==> config.mk <==
export PLATFORM = sky130hd
export DESIGN_NAME = spi_arbiter
export DESIGN_NICKNAME = d
export VERILOG_FILES = /design/src/rtl/spi_pkg.sv /design/src/rtl/spi_rr_arb.sv /design/src/rtl/spi_arbiter.sv
export SDC_FILE = /design/constraint.sdc
export NUM_CORES = 1
export LEC_CHECK = 0
export CAP_MARGIN = 5
export CORE_UTILIZATION = 40
export DETAILED_ROUTE_END_ITERATION = 16
export PLACE_DENSITY_LB_ADDON = 0.1
export SETUP_SLACK_MARGIN = 0.4
export SYNTH_ARGS = -nofsm -noshare
export SYNTH_HDL_FRONTEND = slang
export SYNTH_HIERARCHICAL = 1
export SYNTH_SLANG_ARGS = --single-unit
==> constraint.sdc <==
create_clock -name clk -period 2.9 [get_ports clk]
set_input_delay 0.87 -clock clk [delete_from_list [all_inputs] [get_ports clk]]
set_output_delay 0.87 -clock clk [all_outputs]
set_load 0.01 [all_outputs]
==> src/rtl/spi_pkg.sv <==
// Shared types and default sizing for the SPI arbiter.
package spi_pkg;

  localparam int DEF_DATA_LENGTH    = 8;
  localparam int DEF_NUM_REQ        = 4;
  localparam int DEF_LAUNCH_TIMEOUT = 16;

  typedef enum logic [1:0] {
    IDLE      = 2'd0,
    LAUNCH    = 2'd1,
    WAIT_DONE = 2'd2,
    RESP      = 2'd3
  } arb_state_t;

endpackage

==> src/rtl/spi_rr_arb.sv <==
// Combinational round-robin search: first requester above last_grant, wrapping.
module spi_rr_arb #(
  parameter int NUM_REQ = 4,
  parameter int IW      = $clog2(NUM_REQ)
) (
  input  logic [NUM_REQ-1:0] req,
  input  logic [IW-1:0]      last_grant,
  output logic               found,
  output logic [IW-1:0]      index
);

  int cand;

  // Walk from the farthest candidate toward the nearest so the nearest hit wins.
  always_comb begin
    found = 1'b0;
    index = '0;
    cand  = 0;
    for (int off = NUM_REQ; off >= 1; off--) begin
      cand = (int'(last_grant) + off) % NUM_REQ;
      if (req[IW'(cand)]) begin
        found = 1'b1;
        index = IW'(cand);
      end
    end
  end

endmodule

==> src/rtl/spi_arbiter.sv <==
// Shares one external SPI master among NUM_REQ requesters, one transfer at a time,
// with round-robin grants, a launch timeout and per-slave chip-select routing.
module spi_arbiter
  import spi_pkg::*;
#(
  parameter int NUM_REQ        = DEF_NUM_REQ,
  parameter int DATA_LENGTH    = DEF_DATA_LENGTH,
  parameter int LAUNCH_TIMEOUT = DEF_LAUNCH_TIMEOUT
) (
  input  logic                           clk,
  input  logic                           rst_n,
  input  logic [NUM_REQ-1:0]             req_valid,
  input  logic [NUM_REQ*DATA_LENGTH-1:0] req_data,
  output logic [NUM_REQ-1:0]             req_ready,
  output logic [NUM_REQ-1:0]             rsp_valid,
  output logic [DATA_LENGTH-1:0]         rsp_data,
  output logic                           rsp_err,
  output logic [$clog2(NUM_REQ)-1:0]     grant_id,
  output logic                           m_start,
  output logic [DATA_LENGTH-1:0]         m_data_in,
  input  logic [DATA_LENGTH-1:0]         m_data_out,
  input  logic                           m_busy,
  input  logic                           m_done,
  input  logic                           m_cs_n,
  output logic [NUM_REQ-1:0]             spi_cs_n
);

  localparam int IW = $clog2(NUM_REQ);
  localparam int CW = $clog2(LAUNCH_TIMEOUT + 1);
  localparam logic [CW-1:0] CNT_LAST = CW'(LAUNCH_TIMEOUT - 1);

  arb_state_t             state_q, state_d;
  logic [IW-1:0]          grant_q, grant_d;
  logic [IW-1:0]          last_q, last_d;
  logic [DATA_LENGTH-1:0] tx_q, tx_d;
  logic [CW-1:0]          cnt_q, cnt_d;
  logic [DATA_LENGTH-1:0] rsp_data_q, rsp_data_d;
  logic                   rsp_err_q, rsp_err_d;

  logic                   rr_found;
  logic [IW-1:0]          rr_idx;
  logic [DATA_LENGTH-1:0] req_words [NUM_REQ];

  for (genvar i = 0; i < NUM_REQ; i++) begin : g_slice
    assign req_words[i] = req_data[i*DATA_LENGTH +: DATA_LENGTH];
  end

  spi_rr_arb #(
    .NUM_REQ (NUM_REQ),
    .IW      (IW)
  ) u_rr_arb (
    .req        (req_valid),
    .last_grant (last_q),
    .found      (rr_found),
    .index      (rr_idx)
  );

  // NOTE: state updates use non-blocking assignments so every register samples
  // the pre-edge values, independent of statement order.
  always_ff @(posedge clk) begin
    if (!rst_n) begin
      state_q    <= IDLE;
      grant_q    <= '0;
      last_q     <= IW'(NUM_REQ - 1);
      tx_q       <= '0;
      cnt_q      <= '0;
      rsp_data_q <= '0;
      rsp_err_q  <= 1'b0;
    end else begin
      state_q    <= state_d;
      grant_q    <= grant_d;
      last_q     <= last_d;
      tx_q       <= tx_d;
      cnt_q      <= cnt_d;
      rsp_data_q <= rsp_data_d;
      rsp_err_q  <= rsp_err_d;
    end
  end

  // NOTE: every output of this block gets a default first, so no path can
  // leave a signal unassigned and infer a latch.
  always_comb begin
    state_d    = state_q;
    grant_d    = grant_q;
    last_d     = last_q;
    tx_d       = tx_q;
    cnt_d      = cnt_q;
    rsp_data_d = rsp_data_q;
    rsp_err_d  = rsp_err_q;
    req_ready  = '0;
    rsp_valid  = '0;
    m_start    = 1'b0;
    spi_cs_n   = '1;

    unique case (state_q)
      IDLE: begin
        if (rr_found) begin
          req_ready[rr_idx] = 1'b1;
          grant_d           = rr_idx;
          tx_d              = req_words[rr_idx];
          cnt_d             = '0;
          state_d           = LAUNCH;
        end
      end

      LAUNCH: begin
        m_start           = 1'b1;
        spi_cs_n[grant_q] = m_cs_n;
        if (m_busy) begin
          state_d = WAIT_DONE;
        end else if (cnt_q == CNT_LAST) begin
          // Master never acknowledged: report an error with a zeroed RX word.
          rsp_err_d  = 1'b1;
          rsp_data_d = '0;
          state_d    = RESP;
        end else begin
          cnt_d = cnt_q + 1'b1;
        end
      end

      WAIT_DONE: begin
        spi_cs_n[grant_q] = m_cs_n;
        if (m_done) begin
          rsp_data_d = m_data_out;
          rsp_err_d  = 1'b0;
          state_d    = RESP;
        end
      end

      RESP: begin
        spi_cs_n[grant_q]  = m_cs_n;
        rsp_valid[grant_q] = 1'b1;
        last_d             = grant_q;
        state_d            = IDLE;
      end

      default: state_d = IDLE;
    endcase
  end

  assign rsp_data  = rsp_data_q;
  assign rsp_err   = rsp_err_q;
  assign grant_id  = grant_q;
  assign m_data_in = tx_q;

endmodule

==> summary.md <==
| Metric | Value |
|---|---|
| Yosys cell types | 40 |
| First DRT Iteration DRCs | 81 |
| CP Launch Point | req_valid[2] |
| Yosys reg bits | 28 |
| First-pass GRT wire length | roughly 7.3 mm |
| CTS tree | yes |
| Detail Route Antenna Nets | 0 |
| Largest stage delay, worst path | roughly 0.22 ns |
| Proportion of layout cells with a drive suffix above 1 | about a quarter |
| Antenna Cells | 0 |
| Area post-placement | around 2500 sq um |
| Clock transition at the registers of the reported paths | roughly 0.10 ns |
| # setup viols final | 0 |
| FF-to-FF Start | state_q[1] |
| Compound-gate portion of the synthesized area | a little over 10% |
| Slew Limit Fails | 0 |
| Worst Path Required | slightly above 2 ns |
| Worst slew pin tran | about 0.4 ns |
| GP Congestion | 0.789 |
| H-tree Lvls | 1 |
| Most frequent cell after synthesis | nand2_1 |
| Reg2Reg Depth | 15 |
| Fin nets | around 340 |
| Min-delay worst type | flop to flop |
| DR vias | 1,750 |
| WP data arrival | 1.91 ns |
| Clock latency on the worst-skew pair | 0.28 ns |
| Vias per inst | around 5.2 |
| Internal power | about 1.1 mW |
| Net Sw Frac | 34.9% |
| Fin cells | roughly 340 |
| Simple-gate share of the synthesized area | between 20% and 30% |
| Setup_tns | 0 ns |
| Kind of start point of the critical path | input pin |
| Die Y-Extent | about 66 um |
| Clock skew | approximately 0.0027 ns |
| Synth async-reset ratio | 0% |
| Worst setup EP type | primary output |
| Worst reg2reg endpoint | grant_id[1] |
| Crit-path cells | buf_6 > and2b_1 > a21oi_2 > o221ai_4 > buf_6 > nor3b_2 > buf_2 |
| Critical path class | input pin to primary output |
| Core area | around 4000 sq um |
| CTS root buf | clkbuf_8 |
| IO Count | between 80 and 90 |
| P_sw | roughly 0.6 mW |
| Mapped Nets | 243 |
| Worst path most repeated cell | buf_6 |
| Die width | about 66 um |
| Cell count after synthesis | between 150 and 200 |
| Residual DRC count | 0 |
| XOR/XNOR share of the synthesized area | 0% |
| Die area | roughly 4400 sq um |
| Syn_area_per_cell | between 8 and 9 sq um |
| Hold slack | approximately 0.46 ns |
| Grt total ovfl | 0 |
| I/O Buffers | 80 |
| Drt wl/cell | 15.1 um |
| Mapped cell area | ~1700 sq um |
| Final period util | ~96% |
| DR pass1 iterations | 6 |
| Post-DP HPWL | between 3 and 4 mm |
| Outcome | finished clean |
| Initial antenna violation count | 0 |
| Post-layout minimum cycle time | roughly 2.8 ns |
| Final instance area | between 2000 and 3000 sq um |
| Slowest-stage cell, CP | and2b_1 |
| Total CTS buffers | 3 |
| RSZ-0062 raised after global routing | true |
| # hold bufs at CTS | 0 |
| Sequential fraction of design power | 30.2% |
| Syn-to-layout area delta | 71.2% |
| Initial cell density of the core | between 40% and 50% |
| Total GRT Usage | 22.0% |
| Seq/Total Area, Yosys | 33.7% |
| Vias in the first global route | about 1,600 |
| Placed insts | ~320 |
| Largest cells by area after synthesis | dfxtp_1 (34%), nand2_1 (7.9%), mux4_2 (6.8%), mux2i_1 (6.6%), nand3_1 (6.0%) |
| Clock network power share | 18.1% |
| Dominant synthesized flop cell | dfxtp_1 |
| Rel. slew slack | approximately 72% |
| Fin. Hold Viols | 0 |
| Fmax | between 0.3 and 0.4 GHz |
| Largest family of logic cells by synthesized area | simple AND/OR/NAND/NOR gates |
| Post-synth top area share | roughly a third |
| Largest net degree at the start of global routing | 19 |
| Most frequent cells after synthesis | nand2_1 (35), dfxtp_1 (28), nand3_1 (20) |
| CTS Buffer Depth | 2 |
| Number of synthesized flops with an enable pin | 0 |
| Top fanout value on the critical path | 4 |
| Sink Count | 28 |
| Part of the power in combinational logic | 51.8% |
| Max_cap viols | 0 |
| Leakage | 1.13 nW |
| Post-Synth Adder-Cell Area | roughly 4.5% |
| Post-synthesis mux area share | between 15 and 20% |
| R2r setup slk | 0.55 ns |
| Row cnt | 23 |
| Power Dens Cells | approximately 600 nW/um^2 |
| VDD IR max | 0.423 mV |
| Yosys warns | 6 |
| Area leader, netlist | dfxtp_1 |
| Total Wirelength | between 5 and 6 mm |
| Final Util | just over 70% |
| Worst Setup EP | req_ready[1] |
[final cells by class]
cell class / count / area (sq um)
flip-flops and latches: 28 / 566
inverters: 5 / 18.8
well taps: 50 / 62.6
repair buffers: 106 / 1020
clock inverters: 1 / 30.0
clock buffers: 3 / 41.3
multi-input cells: 143 / 1100
fillers: 336 / 1160
[cells in the final DEF, fill, tap and decap left out, drive strengths merged, types with 3 or more instances in the layout]
master / synthesis / layout
a21oi: 10 / 10
and3: 4 / 4
buf: 7 / 35
clkbuf: 5 / 3
clkdlybuf4s50: 0 / 66
dfxtp: 28 / 28
ha: 6 / 6
inv: 5 / 5
mux2i: 11 / 11
mux4: 8 / 8
nand2: 35 / 35
nand2b: 9 / 9
nand3: 20 / 20
nand3b: 4 / 4
nor2: 7 / 7
o21ai: 4 / 4
[state kept, by name, summed over array words and instances (netlist names)]
| signal | count |
|---|---|
| last_q | 2 |
| cnt_q | 5 |
| rsp_data | 8 |
| grant_id | 2 |
| m_data_in | 8 |
| rsp_err | 1 |
| state_q | 2 |
[worst max-delay path: cells and delay by family]
family          cells  cell delay, ns
buf+inv             3            0.41
compound gates      2            0.26
simple gates        2            0.37
[power by group through the flow]
stage,registers [mW],clock network [mW],logic (mW)
final,0.520,0.311,0.891
after CTS,0.514,0.315,0.819
after global placement,0.511,0,0.734
after global routing,0.528,0.329,0.958
after floorplan,0.522,0,0.421
after detailed placement,0.513,0,0.741
[kinds of logic after synthesis]
logic type / Yosys count
AOI/OAI and AO/OA: 25
adders and majority gates: 6
buffers and inverters: 17
DFF: 28
muxes: 19
and+or+nand+nor: 93
[metal layers]
layer	share of wire [%]	vias to the layer above	GRT usage, %
met2	48	72	37.2
li1	-	869	-
met5	0	-	0
met4	3.5	0	13.6
met1	42	789	24.9
met3	6.0	20	4.79
[through the flow]
stage                     total power, mW  setup WS [ns]
after floorplan                     0.944          0.238
after global placement               1.25         -0.617
after detailed placement             1.25         -0.682
after CTS                            1.65          0.129
after global routing                 1.82         0.0722
final                                1.72          0.116
[how the worst min path moves through the flow]
stage / startpoint / endpoint / slack, ns / cells past startpoint
5_1_grt: m_data_in[4] / m_data_in[4] / 0.47 / 2
3_5_place_dp: rsp_err / rsp_err / 0.44 / 2
3_3_place_gp: rsp_err / rsp_err / 0.44 / 2
6_report: rsp_err / rsp_err / 0.46 / 2
2_1_floorplan: cnt_q[4] / cnt_q[4] / 0.45 / 2
4_1_cts: rsp_err / rsp_err / 0.46 / 2
[timing repair]
action,in CTS,in global routing
pin swaps,7,7
setup endpoints to repair,21,12
buffers inserted,13,3
resized for setup,59,24
Power figures use the tool's default switching activity.
